$ cat src/rtl/stopwatch_pkg.sv
// Shared types and helpers for the stopwatch controller slice.
// Holds the FSM state encoding and the saturation limit helper.
package stopwatch_pkg;

  typedef enum logic [1:0] {
    SW_IDLE  = 2'd0,
    SW_RUN   = 2'd1,
    SW_PAUSE = 2'd2,
    SW_OVF   = 2'd3
  } sw_state_t;

  // Largest count representable in w bits; callers cast down to their own width.
  function automatic logic [31:0] cnt_max(input int unsigned w);
    logic [32:0] one_shifted;
    one_shifted = 33'd1 << w;
    return 32'(one_shifted - 33'd1);
  endfunction

endpackage

$ cat src/rtl/stopwatch_ctrl_lap_fifo.sv
// Small synchronous show-ahead FIFO holding captured lap times.
// The head is presented combinationally and reads as zero while empty.
module lap_fifo #(
  parameter int WIDTH = 16,
  parameter int DEPTH = 4
) (
  input  logic                       clk,
  input  logic                       rst,
  input  logic                       push,
  input  logic [WIDTH-1:0]           push_data,
  input  logic                       pop,
  input  logic                       flush,
  output logic [WIDTH-1:0]           head,
  output logic                       full,
  output logic                       empty,
  output logic [$clog2(DEPTH+1)-1:0] count
);

  localparam int PTR_W = $clog2(DEPTH);
  localparam int CNT_W = $clog2(DEPTH + 1);

  logic [WIDTH-1:0] mem [DEPTH];
  logic [PTR_W-1:0] rd_ptr;
  logic [PTR_W-1:0] wr_ptr;
  logic             pop_ok;
  logic             push_ok;

  assign empty   = (count == CNT_W'(0));
  assign full    = (count == CNT_W'(DEPTH));
  assign pop_ok  = pop && !empty;
  // A full FIFO can still accept a push when the head leaves in the same cycle.
  assign push_ok = push && (!full || pop_ok);
  assign head    = empty ? '0 : mem[rd_ptr];

  always_ff @(posedge clk) begin
    if (push_ok && !flush) begin
      mem[wr_ptr] <= push_data;
    end
  end

  always_ff @(posedge clk or posedge rst) begin
    if (rst) begin
      rd_ptr <= '0;
      wr_ptr <= '0;
      count  <= '0;
    end else if (flush) begin
      rd_ptr <= '0;
      wr_ptr <= '0;
      count  <= '0;
    end else begin
      if (push_ok) begin
        wr_ptr <= wr_ptr + PTR_W'(1);
      end
      if (pop_ok) begin
        rd_ptr <= rd_ptr + PTR_W'(1);
      end
      case ({push_ok, pop_ok})
        2'b10:   count <= count + CNT_W'(1);
        2'b01:   count <= count - CNT_W'(1);
        default: count <= count;
      endcase
    end
  end

endmodule

$ cat src/rtl/stopwatch_ctrl.sv
// Stopwatch controller: start/pause/resume/clear of a saturating ms count
// advanced by an external 1-ms tick, with lap capture into a small FIFO.
module stopwatch_ctrl
  import stopwatch_pkg::*;
#(
  parameter int CNT_W     = 16,
  parameter int LAP_DEPTH = 4
) (
  input  logic                           clk,
  input  logic                           rst,
  input  logic                           ms_tick,
  input  logic                           start_stop,
  input  logic                           lap,
  input  logic                           clear,
  input  logic                           lap_pop,
  output logic [CNT_W-1:0]               cnt_ms,
  output logic                           running,
  output logic                           paused,
  output logic                           ovf,
  output logic [CNT_W-1:0]               lap_ms,
  output logic                           lap_valid,
  output logic [$clog2(LAP_DEPTH+1)-1:0] lap_cnt,
  output logic                           lap_drop
);

  localparam logic [CNT_W-1:0] CNT_MAX = CNT_W'(cnt_max(CNT_W));

  sw_state_t        state;
  sw_state_t        state_d;
  logic [CNT_W-1:0] cnt_d;
  logic             at_max;
  logic             lap_push;
  logic             fifo_full;
  logic             fifo_empty;

  assign at_max = (cnt_ms == CNT_MAX);

  // Next-state and next-count; clear overrides everything, start_stop beats lap.
  always_comb begin
    state_d = state;
    cnt_d   = cnt_ms;
    if (clear) begin
      state_d = SW_IDLE;
      cnt_d   = '0;
    end else begin
      unique case (state)
        SW_IDLE: begin
          cnt_d = '0;
          if (start_stop) begin
            state_d = SW_RUN;
          end
        end
        SW_RUN: begin
          if (ms_tick && at_max) begin
            state_d = SW_OVF;
          end else begin
            if (ms_tick) begin
              cnt_d = cnt_ms + CNT_W'(1);
            end
            if (start_stop) begin
              state_d = SW_PAUSE;
            end
          end
        end
        SW_PAUSE: begin
          if (start_stop) begin
            state_d = SW_RUN;
          end
        end
        SW_OVF: begin
          cnt_d = CNT_MAX;
        end
        default: begin
          state_d = SW_IDLE;
          cnt_d   = '0;
        end
      endcase
    end
  end

  always_ff @(posedge clk or posedge rst) begin
    if (rst) begin
      state   <= SW_IDLE;
      cnt_ms  <= '0;
      running <= 1'b0;
      paused  <= 1'b0;
      ovf     <= 1'b0;
    end else begin
      state   <= state_d;
      cnt_ms  <= cnt_d;
      running <= (state_d == SW_RUN);
      paused  <= (state_d == SW_PAUSE);
      ovf     <= (state_d == SW_OVF);
    end
  end

  // Laps are only captured while running and when no higher-priority command is present.
  assign lap_push = (state == SW_RUN) && lap && !start_stop && !clear;

  always_ff @(posedge clk or posedge rst) begin
    if (rst) begin
      lap_drop <= 1'b0;
    end else if (clear) begin
      lap_drop <= 1'b0;
    end else if (lap_push && fifo_full && !(lap_pop && !fifo_empty)) begin
      lap_drop <= 1'b1;
    end
  end

  lap_fifo #(
    .WIDTH (CNT_W),
    .DEPTH (LAP_DEPTH)
  ) u_lap_fifo (
    .clk       (clk),
    .rst       (rst),
    .push      (lap_push),
    .push_data (cnt_ms),
    .pop       (lap_pop),
    .flush     (clear),
    .head      (lap_ms),
    .full      (fifo_full),
    .empty     (fifo_empty),
    .count     (lap_cnt)
  );

  assign lap_valid = !fifo_empty;

endmodule
$ cat config.mk
export PLATFORM = sky130hd
export DESIGN_NAME = stopwatch_ctrl
export DESIGN_NICKNAME = d
export VERILOG_FILES = /design/src/rtl/stopwatch_pkg.sv /design/src/rtl/stopwatch_ctrl_lap_fifo.sv /design/src/rtl/stopwatch_ctrl.sv
export SDC_FILE = /design/constraint.sdc
export NUM_CORES = 1
export LEC_CHECK = 0
export CORE_AREA = 5 5 91 93
export CTS_BUF_LIST = sky130_fd_sc_hd__clkbuf_4
export DETAILED_ROUTE_END_ITERATION = 10
export DIE_AREA = 0 0 96 98
export PLACE_DENSITY_LB_ADDON = 0.15
export SKIP_CTS_REPAIR_TIMING = 1
export SYNTH_ARGS = -nofsm -noshare
export SYNTH_HDL_FRONTEND = slang
export SYNTH_SLANG_ARGS = --single-unit
$ cat constraint.sdc
create_clock -name clk -period 5.1 [get_ports clk]
set_input_delay 1.02 -clock clk [delete_from_list [all_inputs] [get_ports clk]]
set_output_delay 1.02 -clock clk [all_outputs]
set_load 0.1 [all_outputs]
==> results of run 1 <==
-- power breakdown --
group	switching [µW]	total, µW	internal [µW]	leakage [µW]
Combinational	73.4	106	32.2	0.000741
Clock	250	409	160	0.0000814
Sequential	6.98	813	806	0.000996
Total	330	1330	998	0.00182
-- routing by layer --
| metal | track usage, % | wire [µm] | up-vias |
|---|---|---|---|
| met3 | 2.85 | 478 | 9 |
| met5 | 0 | 0 | - |
| met4 | 6.35 | 97 | 0 |
| met1 | 28.8 | 3830 | 1400 |
| met2 | 30.7 | 4190 | 86 |
| li1 | - | - | 1340 |
-- final timing paths --
path | end | slack [ns] | cells past startpoint
max in group asynchronous | cnt_ms[3] | 3.84 | 3
setup reg to reg | u_lap_fifo.count[2] | 2.13 | 9
hold / removal | lap_drop | 0.55 | 2
min in group asynchronous | ovf | 0.96 | 3
setup / recovery | lap_ms[4] | 0.99 | 4
hold reg to reg | lap_drop | 0.55 | 2
-- area by class of cell --
cell class                 count  area, µm²  share of cell area (%)
sequential                    93       2650                    51.8
timing repair buffer          48        475                    9.31
clock inverter                 6       70.1                    1.37
tap                          102        128                    2.50
clock buffer                  10       75.1                    1.47
inverter                      16       60.1                    1.18
multi-input combinational    203       1650                    32.3
-- state kept, by name, summed over array words and instances (netlist names) --
| signal | count |
|---|---|
| running | 1 |
| lap_drop | 1 |
| paused | 1 |
| u_lap_fifo.wr_ptr | 2 |
| u_lap_fifo.mem | 64 |
| ovf | 1 |
| u_lap_fifo.count | 3 |
| u_lap_fifo.rd_ptr | 2 |
| cnt_ms | 16 |
| state | 2 |
-- kinds of logic after synthesis --
kind of cell | after synthesis | synth area share (%)
compound gates | 82 | 12.2
simple gates | 89 | 12.3
flops | 93 | 58.9
mux | 18 | 8.49
xor+xnor | 4 | 0.779
buf+inv | 35 | 4.37
fa+ha+maj | 10 | 2.95
-- worst reg2reg max path, delay by kind of cell (launching register included) --
kind | cells | cell delay (ns)
DFF | 1 | 0.45
adders and majority gates | 2 | 1.09
buffers and inverters | 1 | 0.10
AOI/OAI and AO/OA | 3 | 0.31
and+or+nand+nor | 3 | 0.95
-- cell usage in the layout (no fill, tap or decap), types with 3 or more instances in the layout --
cell / n
edfxtp_1: 64
clkdlybuf4s50_1: 46
dfrtp_1: 29
a21oi_1: 19
inv_1: 16
mux4_2: 16
and2_1: 16
nor2_1: 15
o21ai_0: 14
a31oi_1: 14
nand2_1: 10
clkbuf_4: 10
o21ai_2: 9
ha_1: 9
o21ai_1: 7
and3_1: 6
nor2b_1: 5
nand3_1: 4
nand4_1: 4
nand2b_1: 4
nor3_1: 3
-- stage by stage --
step	area, µm²	util (%)	setup slack (ns)
after floorplan	4500	-	0.761
after global placement	4960	66.6	1.42
after detailed placement	4960	66.6	1.39
after CTS	5110	68.6	0.923
after global routing	5110	68.6	0.810
final	5110	68.6	0.986
==> results.md, run 1 <==
### Run status
- **status** finished, final reports clean

### Pwr
- **overall power** 1330 µW
- **Power Density** 260 mW/mm²
- **VDD IR-drop max** 0.134 mV
- **Pleak** 0.00182 µW

### Final layout
- **layout net count** 388
- **fraction of layout instances using a drive strength above 1** 17.3%
- **synthesis-to-layout area growth** 13.6%
- **antenna cell count** 0
- **fillcell total** 554
- **non-filler instance count after layout** 478

### Synth
- **Synth Instances** 331
- **library cell occupying the most area in the post-synthesis netlist** edfxtp_1
- **post-synth cell types** 63
- **average size of a mapped cell** 13.6 µm²
- **most repeated cell in the gate-level netlist after synthesis** edfxtp_1
- **proportion of synthesized flip-flops having asynchronous set or reset** 31.2%
- **top post-synthesis cells by area** edfxtp_1, dfrtp_1, mux4_2
- **Main synth FF type** edfxtp_1
- **Syn Std Cell Area** 0.00450 mm²
- **flop and latch count out of synthesis** 93
- **synthesis warning total** 0
- **portion of synthesized cell area occupied by the leading cell type** 42.7%
- **most common library cells after synthesis** edfxtp_1, dfrtp_1, a21oi_1
- **net count after synthesis** 348
- **sequential area share after synthesis** 58.9%
- **number of flops mapped to enable cells by yosys** 64

### Clock network
- **clock network latency to the later pin of the worst-skew pair** 0.44 ns
- **CTS Sinks** 93
- **Clock Tree Root** clkbuf_4
- **number of levels the H-tree was split into** 3
- **TritonCTS clock tree** built
- **number of buffers inserted during clock tree synthesis** 9
- **CTS max path bufs** 2
- **clock-pin slew of the registers on the worst-case setup and hold paths** 0.14 ns

### Floorplan
- **core outline area** 0.00745 mm²
- **I/O Pins** 47
- **Die Span X** 96 µm
- **starting density of the core** 60.4%
- **count of standard-cell rows** 32
- **full die area** 0.00941 mm²
- **vertical extent of the die** 98 µm

### Hold path
- **min-delay worst type** flop to flop
- **Hold Path Origin** lap_drop

### Worst setup path
- **slowest cell on the critical path** clkdlybuf4s50_1
- **maximum fanout along the worst path** 10
- **Buffers & Inverters on Critical Path** 2
- **kind of critical path** flop to output pin
- **Critical path origin** u_lap_fifo.rd_ptr[0]
- **Reg-to-Reg Start** state[1]
- **stage delay of the slowest cell on the critical path** 0.96 ns
- **capturing element type of the critical path** output pin
- **data required time at the worst endpoint** 4.08 ns
- **Critical Path AT** 3.09 ns
- **Worst Setup Start Kind** flop
- **critical path, cell by cell** buf_4 -> mux4_2 -> and2_1 -> clkdlybuf4s50_1
- **kind of cell adding the most delay to the critical path** buffers and inverters

### Job
- **max-cap violation count** 0

### Timing
- **Peak Freq** 0.243 GHz
- **Min Hold Slack** 0.548 ns
- **RSZ-0062 raised after global routing** no
- **transition time at the pin with the least slew margin** 0.977 ns
- **min cycle time layout** 4.11 ns
- **Final Hold Viols** 0
- **Pins Over Slew Limit** 0
- **Setup Viol. Count Final** 0
- **Fin Clk Skew** 0.0161 ns
- **aggregate negative setup slack** 0 ns
- **ratio of final minimum period to clock period** 80.7%
- **Slew HR** 34.6%

### GRT
- **overflow left after global routing** 0
- **number of global-route vias before repair** 2757
- **number of antenna violations at the first check in global routing** 0
- **maximum number of pins on one net before global-route repair** 30
- **Total Routing Usage GR** 19.8%
- **first-pass GRT wire length** 14200 µm

### Detailed routing
- **drt initial violations** 130
- **number of vias per cell** 5.93
- **detailed-route wire length** 8600 µm
- **length of the first detailed-routing pass in iterations** 4
- **residual antenna-violating net count after detailed routing** 0
- **post-DR wirelength/cell** 18.0 µm
- **number of DRC violations after detailed routing** 0
- **routed via count** 2835

### Place
- **number of placed instances with taps included** 462
- **number of buffers added on ports** 46
- **Final HPWL DP** 5590 µm
- **gp weighted congestion** 0.841

Power figures use the tool's default switching activity.
==> run 2: changes to the inputs <==
--- a/config.mk
+++ b/config.mk
@@ -5,10 +5,10 @@
 export SDC_FILE = /design/constraint.sdc
 export NUM_CORES = 1
 export LEC_CHECK = 0
-export CORE_AREA = 5 5 91 93
+export CORE_AREA = 5 5 99 101
 export CTS_BUF_LIST = sky130_fd_sc_hd__clkbuf_4
 export DETAILED_ROUTE_END_ITERATION = 10
-export DIE_AREA = 0 0 96 98
+export DIE_AREA = 0 0 104 106
 export PLACE_DENSITY_LB_ADDON = 0.15
 export SKIP_CTS_REPAIR_TIMING = 1
 export SYNTH_ARGS = -nofsm -noshare
==> constraint.sdc (replaced) <==
create_clock -name clk -period 3.4 [get_ports clk]
set_input_delay 0.68 -clock clk [delete_from_list [all_inputs] [get_ports clk]]
set_output_delay 0.68 -clock clk [all_outputs]
set_load 0.1 [all_outputs]
==> results.md, run 2 (same netlist as run 1, synthesis figures left out) <==
### Worst setup path
- **Buffers & Inverters on Critical Path** 2, unchanged
- **kind of cell adding the most delay to the critical path** flip-flops, was buffers and inverters
- **maximum fanout along the worst path** 12, was 10
- **Critical Path AT** 2.24 ns, was 3.09 ns
- **kind of critical path** flop to output pin, unchanged
- **capturing element type of the critical path** output pin, unchanged
- **reg-to-reg critical path endpoint** u_lap_fifo.count[2], unchanged
- **critical path, cell by cell** buf_12 -> mux4_2 -> and2_2 -> buf_4, was buf_4 -> mux4_2 -> and2_1 -> clkdlybuf4s50_1
- **worst reg-to-reg setup slack** 0.76 ns, was 2.13 ns
- **Reg-to-Reg Start** u_lap_fifo.count[1], was state[1]
- **data required time at the worst endpoint** 2.72 ns, was 4.08 ns
- **Worst Setup Start Kind** flop, unchanged
- **stage delay of the slowest cell on the critical path** 0.64 ns, was 0.96 ns
- **worst reg2reg path depth** 8, was 9
- **slowest cell on the critical path** dfrtp_1, was clkdlybuf4s50_1
- **Worst path depth** 4, unchanged

### Run status
- **status** finished, final reports clean, unchanged

### Clock network
- **clock-pin slew of the registers on the worst-case setup and hold paths** 0.13 ns, was 0.14 ns
- **CTS max path bufs** 2, unchanged
- **TritonCTS clock tree** built, unchanged
- **number of buffers inserted during clock tree synthesis** 9, unchanged
- **clock network latency to the later pin of the worst-skew pair** 0.43 ns, was 0.44 ns
- **Clock Tree Root** clkbuf_4, unchanged
- **CTS Sinks** 93, unchanged
- **number of levels the H-tree was split into** 3, unchanged

### GRT
- **overflow left after global routing** 0, unchanged
- **maximum number of pins on one net before global-route repair** 30, unchanged
- **number of antenna violations at the first check in global routing** 0, unchanged
- **number of global-route vias before repair** 2853, was 2757
- **Total Routing Usage GR** 17.0%, was 19.8%
- **first-pass GRT wire length** 14900 µm, was 14200 µm

### Timing
- **Pins Over Slew Limit** 0, unchanged
- **Setup Viol. Count Final** 0, unchanged
- **worst-case setup margin in the final layout** 0.480 ns, was 0.986 ns
- **Fin Clk Skew** 0.0135 ns, was 0.0161 ns
- **Final Hold Viols** 0, unchanged
- **RSZ-0062 raised after global routing** no, unchanged
- **Peak Freq** 0.342 GHz
- **Slew HR** 45.2%, was 34.6%
- **aggregate negative setup slack** 0 ns, unchanged
- **min cycle time layout** 2.92 ns
- **transition time at the pin with the least slew margin** 0.822 ns, was 0.977 ns
- **ratio of final minimum period to clock period** 85.9%

### Floorplan
- **count of standard-cell rows** 35, was 32
- **vertical extent of the die** 106 µm, was 98 µm
- **starting density of the core** 50.3%, was 60.4%
- **Die Span X** 104 µm, was 96 µm
- **I/O Pins** 47, unchanged
- **core outline area** 0.00893 mm², was 0.00745 mm²
- **full die area** 0.0110 mm², was 0.00941 mm²

### Place
- **number of buffers added on ports** 46, unchanged
- **Post-Place Worst Slack** 0.470 ns, was 1.39 ns
- **Final HPWL DP** 5880 µm, was 5590 µm
- **gp weighted congestion** 0.805, was 0.841

### Hold path
- **Min-Delay Endpoint** lap_drop, unchanged
- **min-delay worst type** flop to flop, unchanged
- **Hold Path Origin** lap_drop, unchanged
- **number of stages on the worst hold path** 2, unchanged

### Pwr
- **Pleak** 0.00190 µW, was 0.00182 µW
- **VDD IR-drop max** 0.163 mV, was 0.134 mV
- **Power Density** 377 mW/mm², was 260 mW/mm²

### Detailed routing
- **residual antenna-violating net count after detailed routing** 0, unchanged
- **length of the first detailed-routing pass in iterations** 4, unchanged
- **drt initial violations** 152, was 130
- **routed via count** 2814, was 2835
- **number of DRC violations after detailed routing** 0, unchanged
- **post-DR wirelength/cell** 17.8 µm, was 18.0 µm
- **detailed-route wire length** 8730 µm, was 8600 µm
- **number of vias per cell** 5.74, was 5.93

### Final layout
- **most common library cell in the layout ignoring fill and taps** edfxtp_1, unchanged
- **antenna cell count** 0, unchanged
- **fraction of layout instances using a drive strength above 1** 30.3%, was 17.3%
- **layout net count** 391, was 388
- **number of flip-flops in the largest register** 64, unchanged
- **biggest registers after layout** u_lap_fifo.mem x64, cnt_ms x16, u_lap_fifo.count x3, unchanged
- **fillcell total** 783, was 554
- **register ranked first by flip-flop count** u_lap_fifo.mem, unchanged
- **commonest non-fill, non-tap cells in the layout** edfxtp_1, buf_4, dfrtp_1, a21oi_1, was edfxtp_1, clkdlybuf4s50_1, dfrtp_1, a21oi_1
- **synthesis-to-layout area growth** 12.0%, was 13.6%

### Job
- **max-cap violation count** 0, unchanged

[run 2: layout make-up]
class                   instances  area (µm²)  share of cell area [%]
well taps                     111         139                    2.76
multi-input cells             203        1660                    33.0
clock buffers                  10        75.1                    1.49
clock inverters                 6        40.0                   0.795
flip-flops and latches         93        2650                    52.6
repair buffers                 51         410                    8.15
inverters                      16        60.1                    1.19
[run 2: routing by layer]
metal  vias to the layer above  GRT usage (%)  wire, µm
met5                         -              0         0
met1                      1400           23.6      4020
met2                        59           27.3      4230
met4                         0           5.37       110
li1                       1345              -         -
met3                        10           3.10       372
[run 2: how the worst max path moves through the flow]
stage,end,start,slack [ns]
2_1_floorplan,lap_ms[10],u_lap_fifo.count[0],0.14
3_3_place_gp,u_lap_fifo.count[2],start_stop,0.51
3_5_place_dp,u_lap_fifo.count[2],start_stop,0.47
4_1_cts,lap_ms[12],u_lap_fifo.rd_ptr[0],0.40
5_1_grt,lap_ms[12],u_lap_fifo.rd_ptr[0],0.32
6_report,lap_ms[12],u_lap_fifo.rd_ptr[0],0.48
[run 2: where the power goes]
group | leakage [µW] | switching [µW] | internal, µW
Clock | 0.0000581 | 361 | 158
Sequential | 0.000996 | 10.1 | 1210
Combinational | 0.000849 | 111 | 48.8
Total | 0.00190 | 482 | 1420
[run 2: stage by stage]
step / cell area, µm² / hold WS [ns] / instances / total power [µW] / util [%]
6_report: 5030 / 0.558 / 490 / 1900 / 56.4
5_1_grt: 5030 / 0.580 / 490 / 1990 / 56.4
4_1_cts: 5030 / 0.560 / 490 / 1920 / 56.4
3_5_place_dp: 4920 / 0.541 / 474 / 1410 / 55.1
3_3_place_gp: 4920 / 0.550 / 474 / 1400 / 55.1
2_1_floorplan: 4510 / 0.555 / 331 / 1370 / -
[run 2: worst reg2reg max path: cells and delay by family, from the launching register on]
family / cells / cell delay [ns]
and+or+nand+nor: 4 / 1.33
adders and majority gates: 1 / 0.43
DFF: 1 / 0.51
AOI/OAI and AO/OA: 3 / 0.30
==> run 3: changes to the inputs <==
--- a/config.mk
+++ b/config.mk
@@ -5,10 +5,10 @@
 export SDC_FILE = /design/constraint.sdc
 export NUM_CORES = 1
 export LEC_CHECK = 0
-export CORE_AREA = 5 5 99 101
+export CORE_AREA = 5 5 82 121
 export CTS_BUF_LIST = sky130_fd_sc_hd__clkbuf_4
 export DETAILED_ROUTE_END_ITERATION = 10
-export DIE_AREA = 0 0 104 106
+export DIE_AREA = 0 0 87 126
 export PLACE_DENSITY_LB_ADDON = 0.15
 export SKIP_CTS_REPAIR_TIMING = 1
 export SYNTH_ARGS = -nofsm -noshare
==> results.md, run 3 (same netlist as run 1, synthesis figures left out) <==
### Pwr
- **VDD IR-drop max** 0.233 mV, was 0.163 mV
- **Power Density** 392 mW/mm², was 377 mW/mm²
- **overall power** 1990 µW, was 1900 µW
- **Pleak** 0.00193 µW, was 0.00190 µW
- **Sw Share** 24.7%, was 25.4%
- **Seq pwr share** 61.2%, was 64.3%
- **fraction of power consumed by combinational cells** 8.1%, was 8.4%
- **internal power consumption** 1500 µW, was 1420 µW
- **net switching power of the design** 492 µW, was 482 µW
- **proportion of power drawn by the clock network** 30.7%, was 27.3%

### Detailed routing
- **drt initial violations** 223, was 152
- **residual antenna-violating net count after detailed routing** 0, unchanged
- **routed via count** 2806, was 2814
- **routed length on met3** 344 µm, was 372 µm
- **uppermost signal routing layer after detailed routing** met4, unchanged
- **wire length on met1** 3640 µm, was 4020 µm
- **post-DR wirelength/cell** 18.1 µm, was 17.8 µm
- **Met2 Routed Length** 4790 µm, was 4230 µm
- **detailed-route wire length** 8900 µm, was 8730 µm
- **number of vias per cell** 5.70, was 5.74
- **length of the first detailed-routing pass in iterations** 4, unchanged
- **number of DRC violations after detailed routing** 0, unchanged

### Final layout
- **layout net count** 393, was 391
- **fraction of layout instances using a drive strength above 1** 31.0%, was 30.3%
- **number of flip-flops in the largest register** 64, unchanged
- **fillcell total** 719, was 783
- **end-of-flow core utilization** 57.8%, was 56.4%
- **biggest registers after layout** u_lap_fifo.mem x64, cnt_ms x16, u_lap_fifo.count x3, unchanged
- **register ranked first by flip-flop count** u_lap_fifo.mem, unchanged
- **most common library cell in the layout ignoring fill and taps** edfxtp_1, unchanged
- **commonest non-fill, non-tap cells in the layout** edfxtp_1, buf_4, dfrtp_1, a21oi_1, unchanged
- **non-filler instance count after layout** 492, was 490
- **synthesis-to-layout area growth** 12.8%, was 12.0%

### Place
- **gp weighted congestion** 0.791, was 0.805
- **Final HPWL DP** 5880 µm, about the same
- **number of placed instances with taps included** 475, was 474
- **number of buffers added on ports** 46, unchanged

### Clock network
- **CTS Sinks** 93, unchanged
- **clock-pin slew of the registers on the worst-case setup and hold paths** 0.13 ns, about the same
- **TritonCTS clock tree** built, unchanged
- **number of levels the H-tree was split into** 3, unchanged
- **Clock Tree Root** clkbuf_4, unchanged
- **CTS max path bufs** 2, unchanged
- **number of buffers inserted during clock tree synthesis** 9, unchanged
- **clock network latency to the later pin of the worst-skew pair** 0.44 ns, was 0.43 ns

### Timing
- **Fin Clk Skew** 0.0164 ns, was 0.0135 ns
- **ratio of final minimum period to clock period** 84.3%, was 85.9%
- **Slew HR** 34.4%, was 45.2%
- **Final Hold Viols** 0, unchanged
- **min cycle time layout** 2.86 ns, was 2.92 ns
- **RSZ-0062 raised after global routing** no, unchanged
- **aggregate negative setup slack** 0 ns, unchanged
- **Pins Over Slew Limit** 0, unchanged
- **transition time at the pin with the least slew margin** 0.982 ns, was 0.822 ns
- **Setup Viol. Count Final** 0, unchanged
- **Peak Freq** 0.349 GHz, was 0.342 GHz

### Worst setup path
- **data required time at the worst endpoint** 2.72 ns, about the same
- **worst reg2reg path depth** 9, was 8
- **maximum fanout along the worst path** 17, was 12
- **kind of critical path** flop to output pin, unchanged
- **Worst Setup Start Kind** flop, unchanged
- **Reg-to-Reg Start** state[1], was u_lap_fifo.count[1]
- **Critical path origin** u_lap_fifo.rd_ptr[1], was u_lap_fifo.rd_ptr[0]
- **Critical Path AT** 2.18 ns, was 2.24 ns
- **capturing element type of the critical path** output pin, unchanged

### Floorplan
- **core outline area** 0.00878 mm², was 0.00893 mm²
- **vertical extent of the die** 126 µm, was 106 µm
- **I/O Pins** 47, unchanged
- **starting density of the core** 51.2%, was 50.3%
- **Die Span X** 87 µm, was 104 µm
- **full die area** 0.0110 mm², about the same
- **count of standard-cell rows** 42, was 35

### Job
- **max-cap violation count** 0, unchanged

### GRT
- **overflow left after global routing** 0, unchanged
- **number of global-route vias before repair** 2835, was 2853
- **maximum number of pins on one net before global-route repair** 30, unchanged
- **Total Routing Usage GR** 17.5%, was 17.0%
- **number of antenna violations at the first check in global routing** 1, was 0
- **first-pass GRT wire length** 14600 µm, was 14900 µm

### Run status
- **status** finished, final reports clean, unchanged

### Hold path
- **Hold Path Origin** lap_drop, unchanged
- **number of stages on the worst hold path** 2, unchanged
- **min-delay worst type** flop to flop, unchanged

[run 3: cell types whose count changed in the layout (fill, tap and decap cells not counted), sizes merged]
cell / change
clkinvlp: -2
clkdlybuf4s50: +1
bufinv: +1
inv: +1
buf: +1
diode: +1
[run 3: worst paths after layout]
path	end	slack [ns]
max	lap_ms[11]	0.54
min	lap_drop	0.57
max reg2reg	u_lap_fifo.count[2]	1.04
min reg2reg	lap_drop	0.57
max in group asynchronous	cnt_ms[10]	2.49
min in group asynchronous	u_lap_fifo.count[0]	0.60
[run 3: power by group through the flow]
| stage | clock network, µW | logic (µW) | registers [µW] |
|---|---|---|---|
| after global placement | 0 | 160 | 1240 |
| final | 611 | 160 | 1220 |
| after detailed placement | 0 | 162 | 1240 |
| after global routing | 690 | 176 | 1220 |
| after floorplan | 0 | 102 | 1270 |
| after CTS | 634 | 163 | 1220 |
[run 3: final cells by class]
type                       count  area [µm²]  share of cell area (%)
sequential                    93        2650                    52.2
inverter                      16        60.1                    1.18
tap                          110         138                    2.71
timing repair buffer          53         415                    8.19
clock inverter                 6        70.1                    1.38
multi-input combinational    203        1660                    32.8
antenna                        1        2.50                  0.0493
clock buffer                  10        75.1                    1.48
[run 3: worst max-delay path, cell delays in order (launching register included)]
cell and delay, ns:
dfrtp_1 0.91, mux4_2 0.40, and2_2 0.20, buf_4 0.23
[run 3: routing by layer]
metal | vias to the layer above | GRT usage (%)
li1 | 1346 | -
met1 | 1396 | 21.7
met2 | 57 | 29.2
met3 | 7 | 4.90
met4 | 0 | 6.06
met5 | - | 0
[run 3: through the flow]
stage,worst slack [ns],cell area [µm²],hold slack (ns)
2_1_floorplan,0.139,4510,0.555
3_3_place_gp,0.510,4920,0.528
3_5_place_dp,0.438,4920,0.554
4_1_cts,0.476,5070,0.576
5_1_grt,0.355,5070,0.586
6_report,0.535,5070,0.569
